File: config.mk
export PLATFORM = sky130hd
export DESIGN_NAME = glitch_gen
export DESIGN_NICKNAME = d
export VERILOG_FILES = /design/src/rtl/glitch_gen.sv
export SDC_FILE = /design/constraint.sdc
export NUM_CORES = 1
export LEC_CHECK = 0
export CORE_MARGIN = 8
export CORE_UTILIZATION = 30
export CTS_BUF_LIST = sky130_fd_sc_hd__clkbuf_16
export DETAILED_ROUTE_END_ITERATION = 8
export GPL_TIMING_DRIVEN = 0
export SLEW_MARGIN = 10
export SYNTH_ARGS = -nofsm -noshare
export SYNTH_HDL_FRONTEND = slang
export SYNTH_SLANG_ARGS = --single-unit
File: constraint.sdc
create_clock -name clock -period 3.7 [get_ports clock]
set_input_delay 0.37 -clock clock [delete_from_list [all_inputs] [get_ports clock]]
set_output_delay 0.37 -clock clock [all_outputs]
set_load 0.05 [all_outputs]
File: src/rtl/glitch_gen.sv
// Serialiser for loopback and self-test. Holds each bit for HOLD clocks and can
// inject at most one short opposite-level glitch per symbol, placed by an LFSR.
module glitch_gen #(
   parameter int         HOLD       = 8,
   parameter int         GLITCH_MAX = 2,
   parameter logic [7:0] SEED       = 8'hA5
) (
   input  logic       clock,
   input  logic       reset,
   input  logic       bit_in,
   input  logic       bit_valid,
   output logic       bit_ready,
   input  logic       glitch_en,
   output logic       sig_out,
   output logic       busy,
   output logic [7:0] glitch_cnt
);

   typedef enum logic [1:0] {
      ST_IDLE,
      ST_HOLD,
      ST_GLITCH
   } state_t;

   localparam logic [15:0] HOLD_LAST = 16'(HOLD - 1);

   state_t      state_q;
   logic        level_q;
   logic        sig_q;
   logic        done_q;
   logic [15:0] hold_q;
   logic [7:0]  gl_q;
   logic [7:0]  cnt_q;
   logic [7:0]  lfsr_q;
   logic [7:0]  lfsr_d;
   logic [7:0]  glWidth;
   logic        accept;
   logic        glitchStart;

   // Fibonacci LFSR for x^8+x^6+x^5+x^4+1, shifting towards the MSB.
   assign lfsr_d  = {lfsr_q[6:0], lfsr_q[7] ^ lfsr_q[5] ^ lfsr_q[4] ^ lfsr_q[3]};
   assign glWidth = 8'((32'(lfsr_q[7:2]) % GLITCH_MAX) + 1);

   assign bit_ready = (state_q == ST_IDLE) || ((state_q == ST_HOLD) && (hold_q == 16'd0));
   assign accept    = bit_valid && bit_ready;

   // Leaving two spare clocks guarantees the level is restored before the symbol ends.
   assign glitchStart = glitch_en && (lfsr_q[1:0] == 2'b00) && !done_q &&
                        (hold_q >= ({8'd0, glWidth} + 16'd2));

   assign busy       = (state_q != ST_IDLE);
   assign sig_out    = sig_q;
   assign glitch_cnt = cnt_q;

   always_ff @(posedge clock or negedge reset) begin
      if (!reset) begin
         state_q <= ST_IDLE;
         level_q <= 1'b1;
         sig_q   <= 1'b1;
         done_q  <= 1'b0;
         hold_q  <= 16'd0;
         gl_q    <= 8'd0;
         cnt_q   <= 8'd0;
         lfsr_q  <= SEED;
      end else begin
         lfsr_q <= lfsr_d;
         if (accept) begin
            level_q <= bit_in;
            sig_q   <= bit_in;
            hold_q  <= HOLD_LAST;
            done_q  <= 1'b0;
            state_q <= ST_HOLD;
         end else begin
            case (state_q)
               ST_HOLD: begin
                  if (hold_q == 16'd0) begin
                     state_q <= ST_IDLE;
                  end else begin
                     hold_q <= hold_q - 16'd1;
                     if (glitchStart) begin
                        sig_q   <= ~level_q;
                        gl_q    <= glWidth - 8'd1;
                        done_q  <= 1'b1;
                        state_q <= ST_GLITCH;
                        if (cnt_q != 8'hFF) begin
                           cnt_q <= cnt_q + 8'd1;
                        end
                     end
                  end
               end
               // The symbol clock keeps running underneath the glitch so boundaries never move.
               ST_GLITCH: begin
                  hold_q <= hold_q - 16'd1;
                  if (gl_q == 8'd0) begin
                     sig_q   <= level_q;
                     state_q <= ST_HOLD;
                  end else begin
                     gl_q <= gl_q - 8'd1;
                  end
               end
               default: begin
               end
            endcase
         end
      end
   end

endmodule

; ---- Word-level counts from Yosys, hierarchy flattened
; Cells that the tools add are included.
[totals]
ff_bits = 45
[classes]
n_eq_ne = 11
bitwise = 6
addsub = 6
mux = 21
n_lt_le_gt_ge = 1
reduce_logical = 22
[ops]
columns = op, n
row1 = two-way mux 16 bit, 2
row2 = case mux 16 bit (2 select lines), 1
row3 = two-way mux 8 bit, 3
row4 = >= comparator 16 x 3 -> 1 bit, 1
row5 = zero test 16 bit, 1
row6 = case mux 8 bit (2 select lines), 1
row7 = "subtractor 16 x 1 -> 16 bit, second input constant", 1
row8 = AND reduction 5 bit, 2
row9 = "!= test 3 bit, second input constant", 3
row10 = "adder 8 x 1 -> 8 bit, second input constant", 1
row11 = zero test 8 bit, 1
row12 = two-way mux 1 bit, 8
row13 = two-way mux 2 bit, 4
row14 = "!= test 2 bit, second input constant", 4
row15 = "!= test 8 bit, second input constant", 1
row16 = nonzero test 2 bit, 4
row17 = "subtractor 8 x 1 -> 8 bit, second input constant", 1
row18 = AND reduction 3 bit, 2
row19 = logical AND 1 bit, 5
row20 = zero test 2 bit, 2
row21 = "!= test 4 x 3 -> 1 bit, second input constant", 1
row22 = case mux 2 bit (2 select lines), 1
row23 = AND reduction 4 bit, 1
row24 = "adder 2 x 2 -> 3 bit, second input constant", 1
row25 = other kinds (11), 15

; ---- Logic depth before layout (Yosys ltp)
[depth]
ltp_word = 8
ltp_mapped = 8
depth_no_buf = 7

; ---- Worst setup path after synthesis
; Ideal clock, no wire load.
[synth_timing]
path_type = reg2out
start = register hold_q[0]
end = output port bit_ready
arrival_time_ps = 2059
path_stages_with_launch = 6
t_required_ps = 3330
path_slack_ps = 1271
cell_sequence = dfrtp_1 inv_1 ha_1 nor4b_2 nand4_4 a21oi_1
[synth_via]
elab_chain_len = 3
[synth_lines]
columns = item, line_no
row1 = start: declaration, 31  ; logic [15:0] hold_q;
row2 = start signal: assignment, 79  ; hold_q <= hold_q - 16'd1;
row3 = start signal: assignment, 93  ; hold_q <= hold_q - 16'd1;
row4 = zero test 16 bit, 44  ; assign bit_ready = (state_q == ST_IDLE) || ((state_q == ST_HOLD) && (hold_q == 16'd0));
row5 = logical AND 1 bit, 44
row6 = logical OR 1 bit, 44
row7 = end: declaration, 12  ; output logic bit_ready,
; Every way passes these cells.

; ---- Worst setup path after layout
[layout_timing]
start = register hold_q[9]
end = output port bit_ready
; The elaborated chain is that of the path after synthesis.

==> impl_results.md <==
* DR DRC count at 0
* Clk slew on worst S/H paths at roughly 0.070 ns
* HPWL Detailed at between 4 and 5 mm
* GRT Residual Overflow at 0
* Peak supply drop at around 0.00029 V
* Max-cap violations at 0
* Post-CTS Setup Bufs at 0
* Synth Warn # at 0
* GRT Util Overall at 0.114
* Pwr dens at a little over 700 nW/um^2
* Detailed Route WL at 6.79 mm
* NumNets Final at 325
* Status: complete, no violations
* Detail Route Antenna Nets at 0
* Final worst slack at roughly 0.55 ns
* Root Buffer: clkbuf_16
* Worst-path fanout max at 8
* Netlist cell types at slightly below 70
* Arrival time worst endpoint at ~2.8 ns
* Achievable Freq at approximately 320 MHz
* Number of port buffers at 15
* H-tree level count at 2
* Setup violators final at 0
* Setup crit start kind: flop
* Fin util at 0.356
* Placed cell area at about 3100 sq um
* Vias in the first global route at 2429
* Worst slew margin at 0.431
* DR vias/cell at roughly 5.6
* Boundary pin count at 16
* DR pass1 iterations at 4
* Final instance area at 3280 sq um
* Register area share after synthesis at 0.401
* Die area at approximately 13000 sq um
* Share of cells above drive strength 1 at 0.157
* Synth async-reset ratio at 1.00
* Setup TNS at 0 ns
* XOR/XNOR Fraction of Synth Area at 0.0248
* Most frequent cells after synthesis: 39 x dfrtp_1, 21 x nor2_1, 18 x o21ai_0
* Worst slew pin tran at between 0.8 and 0.9 ns
* Initial Util at 0.307
* Crit path required time at around 3.3 ns
* Crit. End Element: primary output
* #FFs+latches synth at between 40 and 50
* Clock Skews at 0.0135 ns
* RSZ-0062 raised after global routing: no
* Clock Latency Late Sink at a little under 0.3 ns
* CORE AREA at between 9000 and 10000 sq um
* HP Class: flop to flop
* Largest net degree at the start of global routing at 36
* Clk sinks at 45
* Pre-CTS worst setup slack at ~0.86 ns
* Share of the synthesized area in the top cell type at 0.345
* Mux cell area share after synthesis at 0.0531
* Period utilisation layout at 0.851
* CTS buffer count at 5
* Min cycle time layout at 3.15 ns
* Final Hold Viols at 0
* Synthesized instance count at approximately 290
* Mapped Avg Cell Area at ~9.8 sq um
* Post-synth EDFFs at 0
* Final GP Congestion at 0.801
* Post-synth top area cell: dfrtp_1
* Antenna cell count at 0
* DRT iter0 DRCs at about 140
* Largest family of logic cells by synthesized area: simple AND/OR/NAND/NOR gates
* Area Overhead vs Synth at 15.9%
* Vias at approximately 2.4k
* Clock tree buffer depth at 2
* Top-count cell post-synth: dfrtp_1
* TritonCTS clock tree: built
* Setup CP Type: flop to primary output
* Complex-gate fraction of the synthesized area at 0.182
* Main flop type after synthesis: dfrtp_1
* Die height at about 110 um
* Global-route wire length before repair at approximately 12 mm
* Die W at about 110 um
* Largest cells by area after synthesis: dfrtp_1 35%, dfstp_2 5.6%, ha_1 3.5%
* Simple-gate share of the synthesized area at 0.263
* Adder-cell share of the synthesized area at 0.0354
* Wire length per cell at between 15 and 20 um
* Mapped Nets at about 300
* Initial antenna violation count at 0
* Synthesized area at approximately 2800 sq um
* Rows at 35
* Slew Limit Fails at 0
* Leak at between 1 and 1.5 nW
-- critical path: stages (launching register included) --
cell and delay, ns:
dfrtp_1 0.47, nor4_4 0.64, nand4_4 0.31, a21oi_1 0.23, clkdlybuf4s50_1 0.83
-- layer usage --
| layer | routed length, um | part of all wire | track usage |
|---|---|---|---|
| met4 | 81 | 0.012 | 0.0293 |
| met5 | 0 | 0 | 0 |
| met2 | 3280 | 0.48 | 0.188 |
| met1 | 3230 | 0.48 | 0.149 |
| met3 | 205 | 0.030 | 0.0229 |
-- area by class of cell --
class / count / area [sq um]
plain buffers: 12 / 71.3
clock buffers: 5 / 125
clock inverters: 3 / 11.3
fillers: 950 / 5920
inverters: 12 / 45.0
multi-input cells: 219 / 1580
flip-flops and latches: 45 / 1130
well taps: 111 / 139
repair buffers: 17 / 175
-- what timing repair did --
item,CTS,global route
gates resized for setup,0,0
hold buffers,1,0
endpoints found under the hold margin,10,0
-- flip-flops by register name, indices dropped and copies added (netlist names) --
register    cells
done_q          1
gl_q            8
glitch_cnt      8
hold_q         16
level_q         1
lfsr_q          8
sig_out         1
state_q         2
-- worst paths after layout --
path	depth (start not counted)	startpoint	slack [ns]	to
worst min register to register	0	lfsr_q[6]	0.36	lfsr_q[7]
min in group asynchronous	2	reset	0.49	hold_q[7]
max in group asynchronous	3	reset	2.66	sig_out
worst max register to register	7	lfsr_q[2]	1.07	glitch_cnt[1]
worst min-delay path	0	lfsr_q[6]	0.36	lfsr_q[7]
worst max-delay path	4	hold_q[9]	0.55	bit_ready
-- layout by cell type (no fill, tap or decap), types with 6 or more instances in the layout --
cell type / instances
clkdlybuf4s50_1: 14
a21oi_1: 17
nand3_1: 6
mux2i_1: 9
nor2_1: 21
dfstp_2: 6
ha_1: 8
nor4_1: 7
nand2_1: 17
nor3_1: 11
a21o_1: 7
or3_1: 6
dfrtp_1: 39
o21ai_0: 18
inv_1: 14
-- per-stage QoR --
step | power, mW | instances | hold slack [ns]
finish | 2.37 | 424 | 0.355
global route | 2.56 | 424 | 0.377
CTS | 2.39 | 424 | 0.360
detailed placement | 1.95 | 415 | 0.282
global placement | 1.91 | 414 | 0.337
floorplan | 1.65 | 288 | 0.0744
-- logic make-up after synthesis --
logic type               after synthesis
AO/OA/AOI/OAI                         76
XOR/XNOR                               8
adder cells (fa/ha/maj)                8
buffers and inverters                 24
flip-flops                            45
multiplexers                          14
AND/OR/NAND/NOR                      113
-- power by group --
part / switching (mW) / internal, mW / leakage [nW]
combinational: 0.648 / 0.439 / 0.703
sequential: 0.205 / 0.655 / 0.552
clock: 0.181 / 0.243 / 0.0738
Power figures use the tool's default switching activity.
